--- src/rtl/cpu_trace_ctrl_if.sv ---
// Trace stream between cpu_trace_ctrl (master) and the record sink (slave).
// Valid/ready handshake with the head record presented alongside valid.
interface cpu_trace_ctrl_if #(
  parameter int XLEN = 32
);
  logic            trace_valid;
  logic            trace_ready;
  logic [XLEN-1:0] trace_pc;
  logic [XLEN-1:0] trace_instr;
  logic [XLEN-1:0] trace_alu;
  logic [XLEN-1:0] trace_wb;

  modport master (
    output trace_valid, trace_pc, trace_instr, trace_alu, trace_wb,
    input  trace_ready
  );

  modport slave (
    input  trace_valid, trace_pc, trace_instr, trace_alu, trace_wb,
    output trace_ready
  );
endinterface

--- src/rtl/cpu_trace_ctrl.sv ---
// Run controller and trace FIFO for the single-cycle MIPS core: sequences core reset,
// gates the core clock enable and captures one record per executed cycle.
//
// state   | meaning
// IDLE    | after reset; core held in reset, waiting for start
// RESET   | core_reset and core_en high for RESET_CYCLES cycles
// RUN     | core executing; one trace record pushed per enabled cycle
// DONE    | halted (instruction or cycle limit); core frozen for inspection
module cpu_trace_ctrl #(
  parameter int              XLEN         = 32,
  parameter int              DEPTH        = 16,
  parameter int              RESET_CYCLES = 2,
  parameter int              MAX_CYCLES   = 1000,
  parameter logic [XLEN-1:0] HALT_INSTR   = XLEN'('hC),
  parameter bit              WRAP_MODE    = 1'b0
) (
  input  logic                       clk,
  input  logic                       pc_reset_n,
  input  logic                       start,
  output logic                       core_reset,
  output logic                       core_en,
  input  logic [XLEN-1:0]            pc,
  input  logic [XLEN-1:0]            instr,
  input  logic [XLEN-1:0]            alu_result,
  input  logic [XLEN-1:0]            wb_data,
  cpu_trace_ctrl_if.master           trace,
  output logic                       busy,
  output logic                       done,
  output logic [1:0]                 halt_cause,
  output logic [XLEN-1:0]            cycle_count,
  output logic [$clog2(DEPTH):0]     trace_count,
  output logic                       overflow
);
  localparam int AW = $clog2(DEPTH);
  localparam int CW = AW + 1;
  localparam int RW = (RESET_CYCLES > 1) ? $clog2(RESET_CYCLES) : 1;

  typedef enum logic [1:0] {S_IDLE, S_RESET, S_RUN, S_DONE} state_t;

  state_t            state_q, state_d;
  logic [RW-1:0]     rst_cnt_q, rst_cnt_d;
  logic [XLEN-1:0]   cycle_count_q, cycle_count_d;
  logic [1:0]        halt_cause_q, halt_cause_d;
  logic              overflow_q, overflow_d;
  logic [AW-1:0]     wr_ptr_q, wr_ptr_d;
  logic [AW-1:0]     rd_ptr_q, rd_ptr_d;
  logic [CW-1:0]     count_q, count_d;
  logic [4*XLEN-1:0] mem_q [DEPTH];
  logic [4*XLEN-1:0] head;

  logic full, empty, pop, push, drop;

  assign full  = (count_q == CW'(DEPTH));
  assign empty = (count_q == '0);
  assign pop   = !empty && trace.trace_ready;

  always_comb begin
    state_d       = state_q;
    rst_cnt_d     = rst_cnt_q;
    cycle_count_d = cycle_count_q;
    halt_cause_d  = halt_cause_q;
    overflow_d    = overflow_q;
    core_reset    = 1'b0;
    core_en       = 1'b0;
    push          = 1'b0;
    unique case (state_q)
      S_IDLE, S_DONE: begin
        core_reset = (state_q == S_IDLE);
        if (start) begin
          state_d       = S_RESET;
          rst_cnt_d     = RW'(RESET_CYCLES - 1);
          cycle_count_d = '0;
          halt_cause_d  = 2'b00;
          overflow_d    = 1'b0;
        end
      end
      S_RESET: begin
        core_reset = 1'b1;
        core_en    = 1'b1;
        if (rst_cnt_q == '0) state_d = S_RUN;
        else                 rst_cnt_d = rst_cnt_q - RW'(1);
      end
      S_RUN: begin
        // Combinational from trace_ready so a full FIFO can still advance on a pop.
        core_en = !full || trace.trace_ready || WRAP_MODE;
        push    = core_en;
        if (push) begin
          cycle_count_d = cycle_count_q + XLEN'(1);
          if (instr == HALT_INSTR) begin
            halt_cause_d = 2'b01;
            state_d      = S_DONE;
          end else if (cycle_count_q == XLEN'(MAX_CYCLES - 1)) begin
            halt_cause_d = 2'b10;
            state_d      = S_DONE;
          end
        end
      end
      default: state_d = S_IDLE;
    endcase
    drop = push && full && !pop;
    if (drop) overflow_d = 1'b1;
  end

  // A drop advances the read pointer in place of a pop, so occupancy stays at DEPTH.
  always_comb begin
    wr_ptr_d = wr_ptr_q;
    rd_ptr_d = rd_ptr_q;
    count_d  = count_q;
    if (push) wr_ptr_d = wr_ptr_q + AW'(1);
    if (pop || drop) rd_ptr_d = rd_ptr_q + AW'(1);
    if (push && !pop && !drop) count_d = count_q + CW'(1);
    else if (pop && !push)     count_d = count_q - CW'(1);
  end

  always_ff @(posedge clk or negedge pc_reset_n) begin
    if (!pc_reset_n) begin
      state_q       <= S_IDLE;
      rst_cnt_q     <= '0;
      cycle_count_q <= '0;
      halt_cause_q  <= 2'b00;
      overflow_q    <= 1'b0;
      wr_ptr_q      <= '0;
      rd_ptr_q      <= '0;
      count_q       <= '0;
    end else begin
      state_q       <= state_d;
      rst_cnt_q     <= rst_cnt_d;
      cycle_count_q <= cycle_count_d;
      halt_cause_q  <= halt_cause_d;
      overflow_q    <= overflow_d;
      wr_ptr_q      <= wr_ptr_d;
      rd_ptr_q      <= rd_ptr_d;
      count_q       <= count_d;
    end
  end

  always_ff @(posedge clk) begin
    if (push) mem_q[wr_ptr_q] <= {pc, instr, alu_result, wb_data};
  end

  assign head              = mem_q[rd_ptr_q];
  assign trace.trace_valid = !empty;
  assign trace.trace_pc    = empty ? '0 : head[4*XLEN-1:3*XLEN];
  assign trace.trace_instr = empty ? '0 : head[3*XLEN-1:2*XLEN];
  assign trace.trace_alu   = empty ? '0 : head[2*XLEN-1:XLEN];
  assign trace.trace_wb    = empty ? '0 : head[XLEN-1:0];

  assign busy        = (state_q == S_RESET) || (state_q == S_RUN);
  assign done        = (state_q == S_DONE);
  assign halt_cause  = halt_cause_q;
  assign cycle_count = cycle_count_q;
  assign trace_count = count_q;
  assign overflow    = overflow_q;
endmodule

--- src/flat_wrapper.sv ---
// flat-port wrapper written by rule: the top's interface ports become plain ports
module cpu_trace_ctrl_flat 
#(
  parameter int              XLEN         = 32,
  parameter int              DEPTH        = 16,
  parameter int              RESET_CYCLES = 2,
  parameter int              MAX_CYCLES   = 1000,
  parameter logic [XLEN-1:0] HALT_INSTR   = XLEN'('hC),
  parameter bit              WRAP_MODE    = 1'b0
)
  (clk, pc_reset_n, start, core_reset, core_en, pc, instr, alu_result, wb_data, busy, done, halt_cause, cycle_count, trace_count, overflow, trace_trace_valid, trace_trace_pc, trace_trace_instr, trace_trace_alu, trace_trace_wb, trace_trace_ready);
  cpu_trace_ctrl_if #(.XLEN(XLEN)) trace_i ();
  input  logic clk;
  input  logic pc_reset_n;
  input  logic start;
  output logic core_reset;
  output logic core_en;
  input  logic [XLEN-1:0] pc;
  input  logic [XLEN-1:0] instr;
  input  logic [XLEN-1:0] alu_result;
  input  logic [XLEN-1:0] wb_data;
  output logic busy;
  output logic done;
  output logic [1:0] halt_cause;
  output logic [XLEN-1:0] cycle_count;
  output logic [$clog2(DEPTH):0] trace_count;
  output logic overflow;
  output wire logic [$bits(trace_i.trace_valid)-1:0] trace_trace_valid;
  output wire logic [$bits(trace_i.trace_pc)-1:0] trace_trace_pc;
  output wire logic [$bits(trace_i.trace_instr)-1:0] trace_trace_instr;
  output wire logic [$bits(trace_i.trace_alu)-1:0] trace_trace_alu;
  output wire logic [$bits(trace_i.trace_wb)-1:0] trace_trace_wb;
  input wire logic [$bits(trace_i.trace_ready)-1:0] trace_trace_ready;
  assign trace_trace_valid = trace_i.trace_valid;
  assign trace_trace_pc = trace_i.trace_pc;
  assign trace_trace_instr = trace_i.trace_instr;
  assign trace_trace_alu = trace_i.trace_alu;
  assign trace_trace_wb = trace_i.trace_wb;
  assign trace_i.trace_ready = trace_trace_ready;
  cpu_trace_ctrl #(.XLEN(XLEN), .DEPTH(DEPTH), .RESET_CYCLES(RESET_CYCLES), .MAX_CYCLES(MAX_CYCLES), .HALT_INSTR(HALT_INSTR), .WRAP_MODE(WRAP_MODE)) u_core (.clk(clk), .pc_reset_n(pc_reset_n), .start(start), .core_reset(core_reset), .core_en(core_en), .pc(pc), .instr(instr), .alu_result(alu_result), .wb_data(wb_data), .trace(trace_i), .busy(busy), .done(done), .halt_cause(halt_cause), .cycle_count(cycle_count), .trace_count(trace_count), .overflow(overflow));
endmodule
--- config.mk ---
export PLATFORM = sky130hd
export DESIGN_NAME = cpu_trace_ctrl_flat
export DESIGN_NICKNAME = d
export VERILOG_FILES = /design/src/rtl/cpu_trace_ctrl_if.sv /design/src/rtl/cpu_trace_ctrl.sv /design/src/flat_wrapper.sv
export SDC_FILE = /design/constraint.sdc
export NUM_CORES = 2
export LEC_CHECK = 0
export CORE_MARGIN = 2
export CORE_UTILIZATION = 60
export CTS_CLUSTER_DIAMETER = 120
export DETAILED_ROUTE_END_ITERATION = 16
export GPL_ROUTABILITY_DRIVEN = 0
export PLACE_DENSITY_LB_ADDON = 0.05
export SYNTH_ARGS = -nofsm -noshare
export SYNTH_HDL_FRONTEND = slang
export SYNTH_SLANG_ARGS = --single-unit
--- constraint.sdc ---
create_clock -name clk -period 21.3 [get_ports clk]
set_input_delay 5.325 -clock clk [delete_from_list [all_inputs] [get_ports clk]]
set_output_delay 5.325 -clock clk [all_outputs]
set_load 0.01 [all_outputs]
==> results.cfg <==
[worst_hold_path]
hold_start = u_core.overflow
whs_path_depth = 1
min_path_type = flip-flop to flip-flop
hold_path_end = u_core.overflow

[detailed_routing]
wl_met2_um = 91600
vias_per_cell = 6.46
drc_errors = 0
drt_iter0_markers = 3805
ant_nets = 0
route.met3.wl_um = 11900
met1_length_um = 69000
wl_um = 178000
highest_layer = met5
dr.pass1.iters = 5
routedWlPerCell_um = 31.5
num_vias = 36500

[global_route]
grt_first_pass_wirelength_um = 259000
antenna_found_initial = 16
grt_pass1_vias = 38200
gr-total-overflow = 0
track_usage_pct = 26.5
grt_max_degree = 170

[clocking]
h-tree-depth = 4
hold_buffers = 0
cts_buffers = 203
clk_pin_slew_ns = 0.06
clock_sinks = 2099
cts_tree = yes
cts_setup_buffers = 0
clk_path_buf_depth = 3
cts.repair.resized = 0
clk_latency_ns = 0.82
cts_root_buffer = clkbuf_16

[critical_path]
worst_path_most_repeated_cell = clkdlybuf4s50_1
crit_family = buffers and inverters
r2r_start = u_core.state_q[0]
cp.required_ns = 15.98
reg2reg_slack_ns = 16.15
rr_worst_depth = 9
cp_slowest_cell = a21oi_1
rr_endpoint = u_core.mem_q[10][4]
critPathArrivalTime_ns = 7.35
endpoint_kind = primary output
path_class = primary input to primary output
path_cells = clkdlybuf4s50_1 -> nor2b_1 -> a21oi_1 -> o21a_1 -> clkdlybuf4s50_1
cp-start-kind = primary input
cp_slowest_stage_delay_ns = 0.63
critPathMaxFanout = 10
cp_num_buf_inv = 2

[floorplanning]
die_y_um = 370
initial_core_util_pct = 60.4
die_w_um = 370
die-area_sq_um = 137000
ioPinCount = 305
design.core.area_sq_um = 133000
rows = 134

[cells_and_area]
area_growth_pct = 14.4
final_common_cell = edfxtp_1
final_layout_size_suffix_gt1_share_pct = 26.2
fin_nets = 3844
final_cell_mix = edfxtp_1, mux4_2, clkdlybuf4s50_1

[timing]
timing.hold.ws_ns = 0.485
final-setup-viol-count = 0
tightestPinTransition_ns = 1.19
fin_worst_skew_ns = 0.0222
period_minus_slack_ns = 12.67
rsz0062_at_grt = false
min_period_over_period_pct = 59.5
max_freq_ghz = 0.0789
tns_ns = 0
hold_viol = 0
slew_headroom_pct = 20.5
slew_viol_final = 0

[synth]
postSynth.asyncResetShare_pct = 2.43
ys_seq_elements = 2099
ys_warn_count = 0
yosys_most_used_dff = edfxtp_1
avgSynthCellArea_sq_um = 24.5
syn_inst = 3291
syn_area_sq_um = 80500
ys_types = 47
yosys.area.top_type_share_pct = 76.4
synth_area_leaders = edfxtp_1, mux4_2, dfrtp_1, and2_1, clkbuf_1
synth_area_leader_cell = edfxtp_1
synth_edf_count = 2048
yosysSeqAreaShare_pct = 78.0
syn_nets = 3438

[power_and_ir_drop]
p_leak_nw = 29.0
power_density_nw_per_um2 = 145
vdd_drop_max_mv = 0.164

[run]
max-cap-violations = 0

[placed_design]
dpl.hpwl_um = 85200
io_buffers = 304

[outcome]
status = finished clean
state kept, by name, indices dropped and copies added, names as in the netlist:
| signal | cells |
|---|---|
| u_core.overflow | 1 |
| u_core.state_q | 2 |
| u_core.rst_cnt_q | 1 |
| u_core.rd_ptr_q | 4 |
| u_core.cycle_count | 32 |
| u_core.trace_count | 5 |
| u_core.mem_q | 2048 |
| u_core.halt_cause | 2 |
| u_core.wr_ptr_q | 4 |
worst reg2reg max path, cell delays in order, from the launching register on:
cell     delay (ns)
dfrtp_1        0.41
inv_1          0.12
ha_1           0.35
inv_1          0.15
a21oi_1        0.62
nand2_1        0.42
nor2_4         0.16
buf_4          0.70
buf_4          0.89
buf_4          0.89
logic make-up (layout without fill, tap and decap cells):
family,Yosys count,in the layout,synth area share [%]
compound gates,40,40,0.317
xor+xnor,28,28,0.305
fa+ha+maj,15,15,0.242
buf+inv,177,756,1.06
flops,2099,2099,78.0
mux,651,651,18.1
other cells,0,4,0
simple gates,281,281,2.02
cell usage after synthesis, types with 4 or more instances:
master and count:
edfxtp_1 2048, mux4_2 640, and2_1 132, clkbuf_1 88, dfrtp_1 51, nor2_1 38
buf_2 31, buf_4 23, nand2_1 23, xor2_1 18, buf_1 17, nor4_1 16
nand3_1 15, ha_1 14, nand4_1 14, a21oi_1 13, xnor2_1 10, buf_6 9
inv_1 9, o31ai_1 9, or4_1 9, and4_1 8, mux2_1 6, nor3_1 6
and3_1 5, nand2b_1 4, o21ai_0 4
through the flow:
stage | instances | util (%) | setup slack (ns) | total power [mW] | instance area (sq um)
3_3_place_gp | 5260 | 64.3 | 8.63 | 10.0 | 85700
2_1_floorplan | 3291 | - | 5.78 | 8.48 | 80500
6_report | 5642 | 69.1 | 8.63 | 13.4 | 92100
4_1_cts | 5638 | 69.1 | 8.62 | 13.5 | 92100
5_1_grt | 5640 | 69.1 | 8.48 | 13.9 | 92100
3_5_place_dp | 5260 | 64.3 | 8.62 | 10.1 | 85700
layout make-up:
class	instances	area (sq um)
diodes	4	10.0
clock buffers	253	5350
clock inverters	125	1050
fillers	8017	41200
inverters	9	33.8
multi-input cells	1015	17000
flip-flops and latches	2099	62800
well taps	1768	2210
repair buffers	369	3680
worst max path at each step:
stage	cells past startpoint	slack (ns)	endpoint	startpoint
after global routing	5	8.48	core_en	trace_trace_ready
after CTS	5	8.62	core_en	trace_trace_ready
after detailed placement	5	8.62	core_en	trace_trace_ready
final	5	8.63	core_en	trace_trace_ready
after global placement	5	8.63	core_en	trace_trace_ready
after floorplan	4	5.78	u_core.mem_q[3][0]	trace_trace_ready
per-layer routing:
layer / up-vias / track usage [%]
li1: 15000 / -
met1: 19800 / 36.4
met2: 1390 / 44.3
met3: 317 / 4.62
met4: 18 / 8.25
met5: - / 0
power breakdown:
part	total, mW	internal, mW	leakage [nW]	switching [mW]
Sequential	5.61	5.35	19.3	0.260
Clock	3.44	1.96	3.15	1.48
Combinational	4.34	2.18	6.58	2.17
Total	13.4	9.48	29.0	3.91
Note: power is estimated with default switching activity, not from simulation.
